$ cat src/rtl/code_lock_if.sv
// ---------------------------------------------------------------------------
// code_lock_if
//   Keypad-side handshake bundle for code_lock_ctrl.
//   master : keypad decoder (drives digits, clear, prog; observes status)
//   slave  : code_lock_ctrl (consumes digits; drives status)
// Signals
//   digit_valid  master->slave  digit present this cycle
//   digit        master->slave  digit value, CODE_W bits
//   clear        master->slave  abort entry / relock
//   prog         master->slave  request code reprogramming
//   ready        slave->master  digits accepted (idle/entry/prog)
//   unlocked     slave->master  unlock window active
//   fail         slave->master  one-cycle pulse on mismatch
//   locked_out   slave->master  lockout window active
//   tries_left   slave->master  remaining tries before lockout
// ---------------------------------------------------------------------------
interface code_lock_if #(
    parameter int CODE_W    = 4,
    parameter int MAX_TRIES = 3
);
    localparam int TRY_W = $clog2(MAX_TRIES + 1);

    logic              digit_valid;
    logic [CODE_W-1:0] digit;
    logic              clear;
    logic              prog;
    logic              ready;
    logic              unlocked;
    logic              fail;
    logic              locked_out;
    logic [TRY_W-1:0]  tries_left;

    modport master (
        output digit_valid, digit, clear, prog,
        input  ready, unlocked, fail, locked_out, tries_left
    );

    modport slave (
        input  digit_valid, digit, clear, prog,
        output ready, unlocked, fail, locked_out, tries_left
    );
endinterface

$ cat src/rtl/code_lock_ctrl.sv
// ---------------------------------------------------------------------------
// code_lock_ctrl
//   Sequential code lock: collects DIGITS digits (digit 0 = LS slice, entered
//   first), compares the whole entry against the stored code, then opens a
//   timed unlock window or counts a failed try. MAX_TRIES consecutive
//   failures start a timed lockout.
//
//   Optional feature macro: CODE_PROG_EN
//     defined   : prog in OPEN enters PROG; the next DIGITS digits replace
//                 the code (clear aborts and keeps the old code).
//     undefined : prog ignored, code fixed at DEFAULT_CODE.
//
// Ports
//   clk    in  system clock, rising edge
//   rst_n  in  asynchronous active-low reset
//   bus    code_lock_if.slave (digit_valid, digit, clear, prog in;
//          ready, unlocked, fail, locked_out, tries_left out)
//
// Timing: last digit accepted at edge N -> CHECK; the comparison result is
// registered at N+1 and the outcome (unlocked / fail / locked_out) appears
// at N+2.
// ---------------------------------------------------------------------------
module code_lock_ctrl #(
    parameter int                        CODE_W       = 4,
    parameter int                        DIGITS       = 4,
    parameter logic [CODE_W*DIGITS-1:0]  DEFAULT_CODE = 16'hEEEE,
    parameter int                        MAX_TRIES    = 3,
    parameter int                        UNLOCK_CYC   = 8,
    parameter int                        LOCKOUT_CYC  = 16
) (
    input  logic        clk,
    input  logic        rst_n,
    code_lock_if.slave  bus
);

    localparam int CODE_BITS = CODE_W * DIGITS;
    localparam int CNT_W     = (DIGITS > 1) ? $clog2(DIGITS) : 1;
    localparam int TRY_W     = $clog2(MAX_TRIES + 1);
    localparam int TMR_MAX   = (UNLOCK_CYC > LOCKOUT_CYC) ? UNLOCK_CYC : LOCKOUT_CYC;
    localparam int TMR_W     = $clog2(TMR_MAX + 1);
    localparam logic [CNT_W-1:0] LAST_IDX = CNT_W'(DIGITS - 1);

`ifdef CODE_PROG_EN
    typedef enum logic [2:0] {ST_IDLE, ST_CHECK, ST_OPEN, ST_LOCKOUT, ST_PROG} state_t;
`else
    typedef enum logic [1:0] {ST_IDLE, ST_CHECK, ST_OPEN, ST_LOCKOUT} state_t;
`endif

    state_t            state_q;
    logic [CNT_W-1:0]  cnt_q;
    logic [CODE_W-1:0] entry_q [DIGITS];
    logic [CODE_BITS-1:0] entry_flat;
    logic              chk_phase_q;   // 0: compare cycle, 1: decide cycle
    logic              chk_match_q;
    logic [TMR_W-1:0]  timer_q;
    logic [TRY_W-1:0]  tries_q;
    logic [TRY_W-1:0]  tries_dec;
    logic              ready_q;
    logic              unlocked_q;
    logic              fail_q;
    logic              locked_out_q;
    logic [CODE_BITS-1:0] code_q;

`ifdef CODE_PROG_EN
    logic [CODE_W-1:0]    shadow_q [DIGITS];
    logic [CODE_BITS-1:0] shadow_flat;   // shadow with the current digit merged in
`else
    logic prog_unused;
    assign prog_unused = bus.prog;
    assign code_q      = DEFAULT_CODE;
`endif

    // NOTE: every variable in always_comb gets a value before any condition,
    // so no path leaves it holding its old value (which would infer a latch).
    always_comb begin
        entry_flat = '0;
        for (int i = 0; i < DIGITS; i++) begin
            entry_flat[i*CODE_W +: CODE_W] = entry_q[i];
        end
        tries_dec = tries_q;
        if (tries_q != '0) begin
            tries_dec = tries_q - TRY_W'(1);
        end
    end

`ifdef CODE_PROG_EN
    always_comb begin
        shadow_flat = '0;
        for (int i = 0; i < DIGITS; i++) begin
            shadow_flat[i*CODE_W +: CODE_W] = (CNT_W'(i) == cnt_q) ? bus.digit : shadow_q[i];
        end
    end
`endif

    // NOTE: state registers use non-blocking assignments so every register
    // samples pre-edge values regardless of statement order.
    always_ff @(posedge clk or negedge rst_n) begin
        if (!rst_n) begin
            state_q      <= ST_IDLE;
            cnt_q        <= '0;
            // NOTE: the entry digit storage is reset on purpose: a stale
            // partial code must never survive a reset.
            for (int i = 0; i < DIGITS; i++) begin
                entry_q[i] <= '0;
            end
            chk_phase_q  <= 1'b0;
            chk_match_q  <= 1'b0;
            timer_q      <= '0;
            tries_q      <= TRY_W'(MAX_TRIES);
            ready_q      <= 1'b1;
            unlocked_q   <= 1'b0;
            fail_q       <= 1'b0;
            locked_out_q <= 1'b0;
`ifdef CODE_PROG_EN
            code_q       <= DEFAULT_CODE;
            for (int i = 0; i < DIGITS; i++) begin
                shadow_q[i] <= '0;
            end
`endif
        end else begin
            fail_q <= 1'b0;
            case (state_q)
                ST_IDLE: begin
                    // clear wins over a simultaneous digit
                    if (bus.clear) begin
                        cnt_q <= '0;
                        for (int i = 0; i < DIGITS; i++) begin
                            entry_q[i] <= '0;
                        end
                    end else if (bus.digit_valid) begin
                        entry_q[cnt_q] <= bus.digit;
                        if (cnt_q == LAST_IDX) begin
                            cnt_q       <= '0;
                            state_q     <= ST_CHECK;
                            ready_q     <= 1'b0;
                            chk_phase_q <= 1'b0;
                        end else begin
                            cnt_q <= cnt_q + CNT_W'(1);
                        end
                    end
                end

                ST_CHECK: begin
                    if (!chk_phase_q) begin
                        // whole-sequence compare; no early abort on first wrong digit
                        chk_match_q <= (entry_flat == code_q);
                        chk_phase_q <= 1'b1;
                    end else begin
                        chk_phase_q <= 1'b0;
                        chk_match_q <= 1'b0;
                        for (int i = 0; i < DIGITS; i++) begin
                            entry_q[i] <= '0;
                        end
                        if (chk_match_q) begin
                            state_q    <= ST_OPEN;
                            unlocked_q <= 1'b1;
                            timer_q    <= TMR_W'(UNLOCK_CYC - 1);
                            tries_q    <= TRY_W'(MAX_TRIES);
                        end else begin
                            fail_q  <= 1'b1;
                            tries_q <= tries_dec;
                            if (tries_dec == '0) begin
                                state_q      <= ST_LOCKOUT;
                                locked_out_q <= 1'b1;
                                timer_q      <= TMR_W'(LOCKOUT_CYC - 1);
                            end else begin
                                state_q <= ST_IDLE;
                                ready_q <= 1'b1;
                            end
                        end
                    end
                end

                ST_OPEN: begin
                    if (bus.clear || timer_q == '0) begin
                        state_q    <= ST_IDLE;
                        unlocked_q <= 1'b0;
                        ready_q    <= 1'b1;
`ifdef CODE_PROG_EN
                    end else if (bus.prog) begin
                        state_q    <= ST_PROG;
                        unlocked_q <= 1'b0;
                        ready_q    <= 1'b1;
                        cnt_q      <= '0;
`endif
                    end else begin
                        timer_q <= timer_q - TMR_W'(1);
                    end
                end

                ST_LOCKOUT: begin
                    // clear and digits are deliberately ignored here
                    if (timer_q == '0) begin
                        state_q      <= ST_IDLE;
                        locked_out_q <= 1'b0;
                        ready_q      <= 1'b1;
                        tries_q      <= TRY_W'(MAX_TRIES);
                    end else begin
                        timer_q <= timer_q - TMR_W'(1);
                    end
                end

`ifdef CODE_PROG_EN
                ST_PROG: begin
                    if (bus.clear) begin
                        state_q <= ST_IDLE;
                        cnt_q   <= '0;
                        for (int i = 0; i < DIGITS; i++) begin
                            shadow_q[i] <= '0;
                        end
                    end else if (bus.digit_valid) begin
                        if (cnt_q == LAST_IDX) begin
                            code_q  <= shadow_flat;
                            state_q <= ST_IDLE;
                            cnt_q   <= '0;
                            for (int i = 0; i < DIGITS; i++) begin
                                shadow_q[i] <= '0;
                            end
                        end else begin
                            shadow_q[cnt_q] <= bus.digit;
                            cnt_q           <= cnt_q + CNT_W'(1);
                        end
                    end
                end
`endif

                default: begin
                    state_q <= ST_IDLE;
                    ready_q <= 1'b1;
                end
            endcase
        end
    end

    assign bus.ready      = ready_q;
    assign bus.unlocked   = unlocked_q;
    assign bus.fail       = fail_q;
    assign bus.locked_out = locked_out_q;
    assign bus.tries_left = tries_q;

endmodule

$ cat src/flat_wrapper.sv
// flat-port wrapper written by rule: the top's interface ports become plain ports
module code_lock_ctrl_flat 
#(
    parameter int                        CODE_W       = 4,
    parameter int                        DIGITS       = 4,
    parameter logic [CODE_W*DIGITS-1:0]  DEFAULT_CODE = 16'hEEEE,
    parameter int                        MAX_TRIES    = 3,
    parameter int                        UNLOCK_CYC   = 8,
    parameter int                        LOCKOUT_CYC  = 16
)
  (clk, rst_n, bus_digit_valid, bus_digit, bus_clear, bus_prog, bus_ready, bus_unlocked, bus_fail, bus_locked_out, bus_tries_left);
  code_lock_if #(.CODE_W(CODE_W), .MAX_TRIES(MAX_TRIES)) bus_i ();
  input  logic clk;
  input  logic rst_n;
  input wire logic [$bits(bus_i.digit_valid)-1:0] bus_digit_valid;
  input wire logic [$bits(bus_i.digit)-1:0] bus_digit;
  input wire logic [$bits(bus_i.clear)-1:0] bus_clear;
  input wire logic [$bits(bus_i.prog)-1:0] bus_prog;
  output wire logic [$bits(bus_i.ready)-1:0] bus_ready;
  output wire logic [$bits(bus_i.unlocked)-1:0] bus_unlocked;
  output wire logic [$bits(bus_i.fail)-1:0] bus_fail;
  output wire logic [$bits(bus_i.locked_out)-1:0] bus_locked_out;
  output wire logic [$bits(bus_i.tries_left)-1:0] bus_tries_left;
  assign bus_i.digit_valid = bus_digit_valid;
  assign bus_i.digit = bus_digit;
  assign bus_i.clear = bus_clear;
  assign bus_i.prog = bus_prog;
  assign bus_ready = bus_i.ready;
  assign bus_unlocked = bus_i.unlocked;
  assign bus_fail = bus_i.fail;
  assign bus_locked_out = bus_i.locked_out;
  assign bus_tries_left = bus_i.tries_left;
  code_lock_ctrl #(.CODE_W(CODE_W), .DIGITS(DIGITS), .DEFAULT_CODE(DEFAULT_CODE), .MAX_TRIES(MAX_TRIES), .UNLOCK_CYC(UNLOCK_CYC), .LOCKOUT_CYC(LOCKOUT_CYC)) u_core (.clk(clk), .rst_n(rst_n), .bus(bus_i));
endmodule
$ cat config.mk
export PLATFORM = sky130hd
export DESIGN_NAME = code_lock_ctrl_flat
export DESIGN_NICKNAME = d
export VERILOG_FILES = /design/src/rtl/code_lock_if.sv /design/src/rtl/code_lock_ctrl.sv /design/src/flat_wrapper.sv
export SDC_FILE = /design/constraint.sdc
export NUM_CORES = 1
export LEC_CHECK = 0
export CAP_MARGIN = 10
export CORE_MARGIN = 2
export CORE_UTILIZATION = 50
export CTS_BUF_LIST = sky130_fd_sc_hd__clkbuf_4 sky130_fd_sc_hd__clkbuf_8 sky130_fd_sc_hd__clkbuf_16
export DETAILED_ROUTE_END_ITERATION = 10
export GPL_TIMING_DRIVEN = 0
export PLACE_DENSITY = 0.71
export SLEW_MARGIN = 30
export SYNTH_ARGS = -nofsm -noshare
export SYNTH_HDL_FRONTEND = slang
export SYNTH_SLANG_ARGS = --single-unit
$ cat constraint.sdc
create_clock -name clk -period 2.1 [get_ports clk]
set_clock_uncertainty 0.1 [all_clocks]
set_input_delay 0.42 -clock clk [delete_from_list [all_inputs] [get_ports clk]]
set_output_delay 0.42 -clock clk [all_outputs]
set_load 0.01 [all_outputs]
==> results.toml <==
[finish]
final_cell_mix = "30 x dfrtp_1, 17 x nand2_1, 11 x clkdlybuf4s50_1"
final_nets = 188
final_area_sq_um = 1930
diodes = 0
finalNonFillerCells = 219
syn_to_final_growth_pct = 18.2
drive_above_1_share_pct = 15.4
fin_util_pct = 62.6
layout_commonest_cell = "dfrtp_1"

[drt]
drt-pass1-iter-count = 4
drc_errors = 0
ant_nets = 0
drt_iter0_markers = 38
postRouteWirelength_mm = 3.48
vias_per_cell = 5.89
routedWlPerCell_um = 15.9
num_vias = 1290

[sta]
setup_viol = 0
fin_crit_sh_pct = 95.0
slew_viol_final = 0
max_freq_mhz = 501
rsz0062_at_grt = "false"
maxSlewHeadroom_pct = 58.7
fin_crit_ps = 2000
hold_viol = 0
worstMarginPinSlew_ps = 616
setup_slack_ps = 104

[critical_path]
cp-start-kind = "flip-flop"
critPathArrivalTime_ps = 1480
cp_num_buf_inv = 1
crit_path_max_incr_delay_ps = 600
worstReg2RegStart = "u_core.timer_q[0]"
path_max_fanout = 6
required_ps = 1580
r2r_cells = 6
r2r_slack_ps = 270
crit_type = "reg -> out"
r2r_end = "u_core.bus.tries_left[0]"
cpMaxStageDelayCell = "dfstp_2"
critical_path.cell_chain = "clkdlybuf4s50_1"
cp_top_family = "flip-flops"
end_kind = "output pin"

[global_route]
grt_usage_pct = 22.4
grt_max_degree = 24
grt_pass1_vias = 1337
antenna_found_initial = 0
overflow = 0
grt_pass1_wl_mm = 6.15

[synthesis]
synth_seq_cells = 33
ys_types = 41
syn_inst = 153
yosysTopAreaCellShare_pct = 46.0
synth_edf_count = 0
synthArstFlopShare_pct = 100
synth_ff_type = "dfrtp_1"
syn_area_sq_um = 1630
seq_area_frac_synth_pct = 50.8
avgSynthCellArea_sq_um = 10.7
synth_warnings = 0
syn-num-nets = 167
synth_area_leaders = "dfrtp_1 46%, a32o_1 4.9%, dfstp_2 4.8%"
yosys.area.top_type = "dfrtp_1"

[pwr]
p_leak_nw = 0.847
power_mw = 2.16
irDropWorstVdd_mv = 0.817
powerDensity_nw_per_um2 = 1120

[placement]
placed_cells = 210
placed_cell_area_sq_um = 1830
pre_cts_ws_ps = 20.8
hpwl_mm = 2.54
io_buffers = 12
routabilityCongestion = 0.833

[clock_network]
cts_max_level = 2
post_cts_resized = 0
cts_buffers = 5
cts_root_buf = "clkbuf_4"
clkTransAtPathRegs_ps = 110
tritoncts = "yes"
cts_sinks = 33
clockBufferDepth = 2
clk_latency_ps = 330

[floorplan]
die_area_sq_um = 3740
placementRows = 20
die_h_um = 61.1
fp.coreArea_sq_um = 3080
start_util_pct = 53.0
io_pins = 15
die_w_um = 61.1

[job]
cap_viol_max_count = 0

[hold_path]
worstHoldEndpoint = "u_core.cnt_q[0]"
holdCritStartpoint = "bus_digit_valid"
min_path_type = "in -> reg"
hold_depth = 3

[outcome]
outcome = "finished clean"
[state kept, by name (all words and copies together), names as in the netlist]
register	flops
u_core.cnt_q	2
u_core.bus.tries_left	2
u_core.chk_phase_q	1
u_core.timer_q	5
u_core.chk_match_q	1
u_core.bus.unlocked	1
u_core.bus.locked_out	1
u_core.state_q	2
u_core.bus.fail	1
u_core.entry_flat	16
u_core.bus.ready	1
[logic make-up (layout without fill, tap and decap cells)]
logic type	count (synthesis)	in the layout	synth area share [%]
DFF	33	33	50.8
and+or+nand+nor	49	49	16.6
AOI/OAI and AO/OA	47	47	21.6
muxes	3	3	2.30
buffers and inverters	16	38	4.83
adders and majority gates	5	5	3.83
[metrics by stage]
step / hold slack, ps / setup TNS, ps
3_5_place_dp: 224 / 0
2_1_floorplan: 24.4 / 0
4_1_cts: 375 / 0
5_1_grt: 381 / 0
6_report: 382 / 0
3_3_place_gp: 376 / -3590
[cell usage after synthesis, drive strengths merged (5+ instances only)]
| library cell | count |
|---|---|
| o22ai | 5 |
| inv | 9 |
| a32o | 8 |
| ha | 5 |
| a21oi | 5 |
| a22o | 8 |
| o21ai | 9 |
| nand2 | 17 |
| nor2 | 9 |
| nor3 | 7 |
| dfrtp | 30 |
| and2 | 5 |
[worst max-delay path by stage]
stage,slack (ps),endpoint,cells after the start,startpoint
finish,100,bus_tries_left[1],1,u_core.bus.tries_left[1]
CTS,90,bus_tries_left[1],1,u_core.bus.tries_left[1]
global route,50,bus_tries_left[1],1,u_core.bus.tries_left[1]
detailed placement,20,u_core.bus.ready,5,bus_clear
global placement,-120,u_core.bus.fail,1,rst_n
floorplan,450,u_core.bus.tries_left[0],6,u_core.timer_q[0]
[final cells by class]
type	count	area, sq um
Timing Repair Buffer	14	153
Fill cell	255	1150
Tap cell	44	55.1
Clock inverter	1	30.0
Inverter	10	37.5
Buffer	6	41.3
Clock buffer	7	58.8
Sequential cell	33	830
Multi-Input combinational cell	104	723
[per-layer routing]
layer	GRT usage, %	vias up	share of wire [%]
li1	-	609	-
met1	29.2	624	44
met2	36.0	46	49
met3	4.41	11	4.5
met4	10.9	0	2.9
met5	0	-	0
[power by group]
group	internal, mW	total (mW)	switching (mW)
Clock	0.297	0.512	0.215
Combinational	0.326	0.716	0.390
Sequential	0.799	0.929	0.130
Total	1.42	2.16	0.735
[timing repair]
item / 4_1_cts / 5_1_grt
hold buffers: 1 / 0
setup buffers: 0 / 0
endpoints found under the hold margin: 10 / 0
setup endpoints to repair: 0 / 0
(Power assumes the default switching activity.)
